===== src/rtl/cpu_run_monitor.sv =====
// cpu_run_monitor: run controller placed beside the CPU core.
// Counts cycles and retired instructions while running and ends the run on a
// halt sentinel, a stuck PC or cycle-counter saturation, then freezes its
// statistics until clear or reset.
module cpu_run_monitor #(
   parameter int unsigned XLEN        = 32,
   parameter logic [31:0] HALT_WORD   = 32'h7FFF_FFFF,
   parameter int unsigned HALT_REPEAT = 1,
   parameter int unsigned STALL_LIMIT = 16,
   parameter int unsigned CNT_W       = 32
) (
   input  logic             clk,
   input  logic             rst,
   input  logic             en_i,
   input  logic             clear_i,
   input  logic [XLEN-1:0]  instr_i,
   input  logic [XLEN-1:0]  pc_i,
   output logic             halt_o,
   output logic [1:0]       halt_cause_o,
   output logic [1:0]       state_o,
   output logic [CNT_W-1:0] cycle_count_o,
   output logic [CNT_W-1:0] instr_count_o,
   output logic [XLEN-1:0]  last_pc_o
);

   // Sentinel counter holds 0..HALT_REPEAT, stall counter 0..STALL_LIMIT-1.
   localparam int unsigned SENT_W  = $clog2(HALT_REPEAT + 1);
   localparam int unsigned STALL_W = $clog2(STALL_LIMIT);

   localparam logic [XLEN-1:0]    HALT_W     = XLEN'(HALT_WORD);
   localparam logic [SENT_W-1:0]  SENT_LAST  = SENT_W'(HALT_REPEAT - 1);
   localparam logic [STALL_W-1:0] STALL_LAST = STALL_W'(STALL_LIMIT - 2);

   typedef enum logic [1:0] {
      ST_IDLE   = 2'd0,
      ST_RUN    = 2'd1,
      ST_PAUSE  = 2'd2,
      ST_HALTED = 2'd3
   } state_t;

   typedef enum logic [1:0] {
      CAUSE_NONE  = 2'd0,
      CAUSE_SENT  = 2'd1,
      CAUSE_STALL = 2'd2,
      CAUSE_OVF   = 2'd3
   } cause_t;

   state_t             state_q, state_d;
   cause_t             cause_q, cause_d;
   logic               halt_q, halt_d;
   logic [CNT_W-1:0]   cycle_q, cycle_d;
   logic [CNT_W-1:0]   instr_q, instr_d;
   logic [XLEN-1:0]    last_pc_q, last_pc_d;
   logic [XLEN-1:0]    pc_q, pc_d;
   logic               pc_vld_q, pc_vld_d;
   logic [STALL_W-1:0] stall_q, stall_d;
   logic [SENT_W-1:0]  sent_q, sent_d;

   logic is_halt_word;
   logic same_pc;
   logic sent_hit;
   logic stall_hit;
   logic ovf_hit;

   // Counters stick at all-ones instead of wrapping.
   function automatic logic [CNT_W-1:0] sat_inc(input logic [CNT_W-1:0] v);
      return (v == {CNT_W{1'b1}}) ? v : v + CNT_W'(1);
   endfunction

   // Halt conditions use the pre-increment register values.
   assign is_halt_word = (instr_i == HALT_W);
   assign same_pc      = pc_vld_q && (pc_i == pc_q);
   assign sent_hit     = is_halt_word && (sent_q == SENT_LAST);
   assign stall_hit    = same_pc && (stall_q == STALL_LAST);
   assign ovf_hit      = (cycle_q == {CNT_W{1'b1}});

   // Next-state, counter and halt bookkeeping; clear overrides everything.
   always_comb begin
      state_d   = state_q;
      cause_d   = cause_q;
      halt_d    = halt_q;
      cycle_d   = cycle_q;
      instr_d   = instr_q;
      last_pc_d = last_pc_q;
      pc_d      = pc_q;
      pc_vld_d  = pc_vld_q;
      stall_d   = stall_q;
      sent_d    = sent_q;

      case (state_q)
         ST_IDLE: begin
            if (en_i) begin
               state_d = ST_RUN;
            end else begin
               state_d = ST_IDLE;
            end
         end
         ST_RUN: begin
            cycle_d  = sat_inc(cycle_q);
            pc_d     = pc_i;
            pc_vld_d = 1'b1;
            if (pc_vld_q && !same_pc) begin
               instr_d = sat_inc(instr_q);
               stall_d = '0;
            end else if (same_pc) begin
               stall_d = stall_q + STALL_W'(1);
            end else begin
               stall_d = stall_q;
            end
            if (is_halt_word) begin
               sent_d = sent_q + SENT_W'(1);
            end else begin
               sent_d = '0;
            end
            if (sent_hit || stall_hit || ovf_hit) begin
               state_d   = ST_HALTED;
               halt_d    = 1'b1;
               last_pc_d = pc_i;
               if (sent_hit) begin
                  cause_d = CAUSE_SENT;
               end else if (stall_hit) begin
                  cause_d = CAUSE_STALL;
               end else begin
                  cause_d = CAUSE_OVF;
               end
            end else if (!en_i) begin
               state_d = ST_PAUSE;
            end else begin
               state_d = ST_RUN;
            end
         end
         ST_PAUSE: begin
            if (en_i) begin
               state_d = ST_RUN;
            end else begin
               state_d = ST_PAUSE;
            end
         end
         ST_HALTED: begin
            state_d = ST_HALTED;
         end
         default: begin
            state_d = ST_IDLE;
         end
      endcase

      if (clear_i) begin
         state_d   = ST_IDLE;
         cause_d   = CAUSE_NONE;
         halt_d    = 1'b0;
         cycle_d   = '0;
         instr_d   = '0;
         last_pc_d = '0;
         pc_d      = '0;
         pc_vld_d  = 1'b0;
         stall_d   = '0;
         sent_d    = '0;
      end else begin
         pc_vld_d  = pc_vld_d;
      end
   end

   // State and statistics registers with asynchronous reset.
   always_ff @(posedge clk or posedge rst) begin
      if (rst) begin
         state_q   <= ST_IDLE;
         cause_q   <= CAUSE_NONE;
         halt_q    <= 1'b0;
         cycle_q   <= '0;
         instr_q   <= '0;
         last_pc_q <= '0;
         pc_q      <= '0;
         pc_vld_q  <= 1'b0;
         stall_q   <= '0;
         sent_q    <= '0;
      end else begin
         state_q   <= state_d;
         cause_q   <= cause_d;
         halt_q    <= halt_d;
         cycle_q   <= cycle_d;
         instr_q   <= instr_d;
         last_pc_q <= last_pc_d;
         pc_q      <= pc_d;
         pc_vld_q  <= pc_vld_d;
         stall_q   <= stall_d;
         sent_q    <= sent_d;
      end
   end

   assign halt_o        = halt_q;
   assign halt_cause_o  = cause_q;
   assign state_o       = state_q;
   assign cycle_count_o = cycle_q;
   assign instr_count_o = instr_q;
   assign last_pc_o     = last_pc_q;

endmodule


===== config.mk =====
export PLATFORM = sky130hd
export DESIGN_NAME = cpu_run_monitor
export DESIGN_NICKNAME = d
export VERILOG_FILES = /design/src/rtl/cpu_run_monitor.sv
export SDC_FILE = /design/constraint.sdc
export NUM_CORES = 1
export LEC_CHECK = 0
export ABC_AREA = 0
export BUFFER_PORTS_ARGS = -buffer_cell sky130_fd_sc_hd__buf_4
export CORE_MARGIN = 10
export CORE_UTILIZATION = 30
export CTS_CLUSTER_SIZE = 40
export DETAILED_ROUTE_END_ITERATION = 6
export SLEW_MARGIN = 20
export SYNTH_ARGS = -nofsm -noshare
export SYNTH_HDL_FRONTEND = slang
export SYNTH_SLANG_ARGS = --single-unit

===== constraint.sdc =====
create_clock -name clk -period 5.3 [get_ports clk]
set_input_delay 1.06 -clock clk [delete_from_list [all_inputs] [get_ports clk]]
set_output_delay 1.06 -clock clk [all_outputs]
set_load 0.005 [all_outputs]

==> results.cfg <==
[logic_synthesis]
synth_area_leaders = dfrtp_1 (50%), nand2_1 (4.9%), mux2i_1 (4.9%)
synth-compound-area-share = 0.0903
synthXorXnorAreaFrac = 0.0830
synth-seq-cells = 139
synth_warnings = 0
synth_cell_types = 53
synthArstFlopShare = 1.00
synth_top_family_by_area = simple AND/OR/NAND/NOR gates
synth_area_um2 = 6970
avgSynthCellArea_um2 = 9.61
yosysMostFrequentCell = dfrtp_1
synth_edf_count = 0
synth_cells = 725
ys_seq_area_frac = 0.499
synth_top_area_share = 0.499
synth.mux.area_fraction = 0.0553
synth_largest_area_cell = dfrtp_1
syn_nets = 797
synthTopCellsByCount = dfrtp_1 (139), nand2_1 (91), nor2_1 (88), a21oi_1 (64), xnor2_1 (38)
synthAdderAreaFrac = 0.00718
synth-simple-area-share = 0.232
ys.flop_type = dfrtp_1

[worst_setup_path]
r2r_setup_slack_ns = 2.23
r2r_cells = 8
cp_max_fo = 27
crit_path_end_kind = flip-flop
start_kind = primary input
path_class = primary input to flip-flop
rr_startpoint = pc_q[0]$_DFFE_PP0P_
worstPathRequired_ns = 5.58
worstPathArrival_ns = 3.70
worstSetupEndpoint = instr_count_o[8]$_DFFE_PP0P_
cp-startpoint = pc_i[0]
r2r_end = instr_count_o[8]$_DFFE_PP0P_

[timing]
finalClockSkew_ns = 0.00993
finalHoldViolations = 0
slew_viol_final = 0
fmax_mhz = 293
tightest_slew_ns = 0.955
timing.final.crit_share = 0.644
timing.slew.headroom = 0.361
setup_violations = 0
setup_tns_ns = 0
rsz0062_at_grt = false
fin_crit_ns = 3.41

[detailed_routing]
routed_wl_mm = 19.9
remaining_drc_errors = 0
ant_nets = 0
num_vias = 5821
wl_per_cell_um = 16.5
viasPerCell = 4.82
drtIter0Drc = 406
drtPass1Iterations = 4

[floorplan]
dieWidth_um = 172
die_height_um = 172
core.rowCount = 55
design.core.area_um2 = 22800
io_pins = 169
start_util = 0.306
die-area_um2 = 29700

[clocking]
clock_path_buffers = 2
numCtsBuffers = 17
clock-sinks = 139
clkLatencyLatePin_ns = 0.42
cts_hold_buf = 0
ctsResizeCount = 0
cts_tree = built
post-cts-setup-buffer-count = 0
cts_root_buffer = clkbuf_16
clk_pin_slew_worst_paths_ns = 0.06
cts.htree.levels = 4

[placement]
gp_congestion = 0.771
numPortBuffers = 168
dp_hpwl_mm = 13.9
placement.cell_area_um2 = 8520

[power]
power.density_nw_per_um2 = 277
vdd_ir_drop_max_uv = 164
p_leak_uw = 0.00431

[cells_and_area]
design_area_um2 = 9150
final_nets = 954
drive_above_1_share = 0.254
antenna-diode-count = 0
area_growth_pct = 31.2

[outcome]
status = finished clean

[grt]
grt_util_all_layers = 0.136
grt_pass1_vias = 5956
antenna_found_initial = 0
grt_pass1_wl_mm = 32.2
grt_overflow_total = 0
grt_max_degree = 57

[job]
drv_cap = 0

[hold_path]
hold_class = flip-flop to flip-flop
[registers in the layout (all words and copies together) (netlist names)]
signal,flops
stall_q,4
pc_q,32
instr_count_o,32
cycle_count_o,32
pc_vld_q,1
state_o,2
last_pc_o,32
halt_cause_o,2
sent_q,1
halt_o,1
[critical path: stages]
cell	delay, ns
buf_4	0.13
xnor2_1	0.19
nand4_1	0.15
nor4_1	0.62
nand2_1	0.38
a21oi_4	0.63
buf_4	0.33
or3_1	0.14
a21oi_1	0.06
[cells in the final DEF, fill, tap and decap left out, types with 2 or more instances in the layout]
cell type,instances
buf_4,176
dfrtp_1,139
nand2_1,91
nor2_1,88
a21oi_1,64
xnor2_1,38
nand4_1,36
mux2i_1,34
nand3_1,30
xor2_1,28
or3_1,19
and3_1,18
clkbuf_16,17
inv_1,12
o21ai_0,12
o21ai_1,10
nor4_1,8
and2_1,4
nor3_1,4
and4_1,4
nor2b_1,4
mux2_1,4
ha_1,4
bufinv_16,4
nand4b_1,3
clkinv_2,3
nand4_2,2
o31ai_1,2
nand2b_1,2
a211oi_4,2
inv_6,2
clkbuf_8,2
clkinvlp_4,2
[per-stage QoR]
| step | cells | setup slack [ns] | util | power (µW) | hold WS, ns |
|---|---|---|---|---|---|
| floorplan | 725 | 0.515 | - | 1200 | 0.474 |
| global placement | 1176 | 1.51 | 0.374 | 1280 | 0.494 |
| detailed placement | 1176 | 1.49 | 0.374 | 1280 | 0.505 |
| CTS | 1207 | 1.91 | 0.401 | 2570 | 0.520 |
| global route | 1207 | 1.63 | 0.401 | 2630 | 0.553 |
| finish | 1207 | 1.89 | 0.401 | 2530 | 0.515 |
[cell type report]
type                    instances  area (µm²)
clock buffers                  20         457
clock inverters                11         168
fillers                      2264       13600
inverters                      13        53.8
multi-input cells             535        3280
flip-flops and latches        139        3480
well taps                     313         392
repair buffers                176        1320
[worst min-delay path by stage]
stage,depth (start not counted),slack (ns),startpoint,end
CTS,2,0.52,sent_q$_DFFE_PP0P_,sent_q$_DFFE_PP0P_
global placement,2,0.49,sent_q$_DFFE_PP0P_,sent_q$_DFFE_PP0P_
global route,2,0.55,last_pc_o[25]$_DFFE_PP0P_,last_pc_o[25]$_DFFE_PP0P_
finish,2,0.51,halt_o$_DFFE_PP0P_,halt_o$_DFFE_PP0P_
floorplan,2,0.47,sent_q$_DFFE_PP0P_,sent_q$_DFFE_PP0P_
detailed placement,2,0.50,sent_q$_DFFE_PP0P_,sent_q$_DFFE_PP0P_
[report_power, final]
group / internal [µW] / switching (µW)
registers: 1080 / 10.9
logic: 68.7 / 102
clock network: 810 / 465
[logic make-up after synthesis]
logic type,Yosys count
DFF,139
AOI/OAI and AO/OA,102
muxes,38
and+or+nand+nor,325
adders and majority gates,4
xor gates and xnor gates,66
buffers and inverters,51
[layer usage]
metal,global-route usage,wire (µm)
met4,0.0427,232
met2,0.216,9290
met3,0.0378,1360
met1,0.176,8980
met5,0,0
Note: power is estimated with default switching activity, not from simulation.
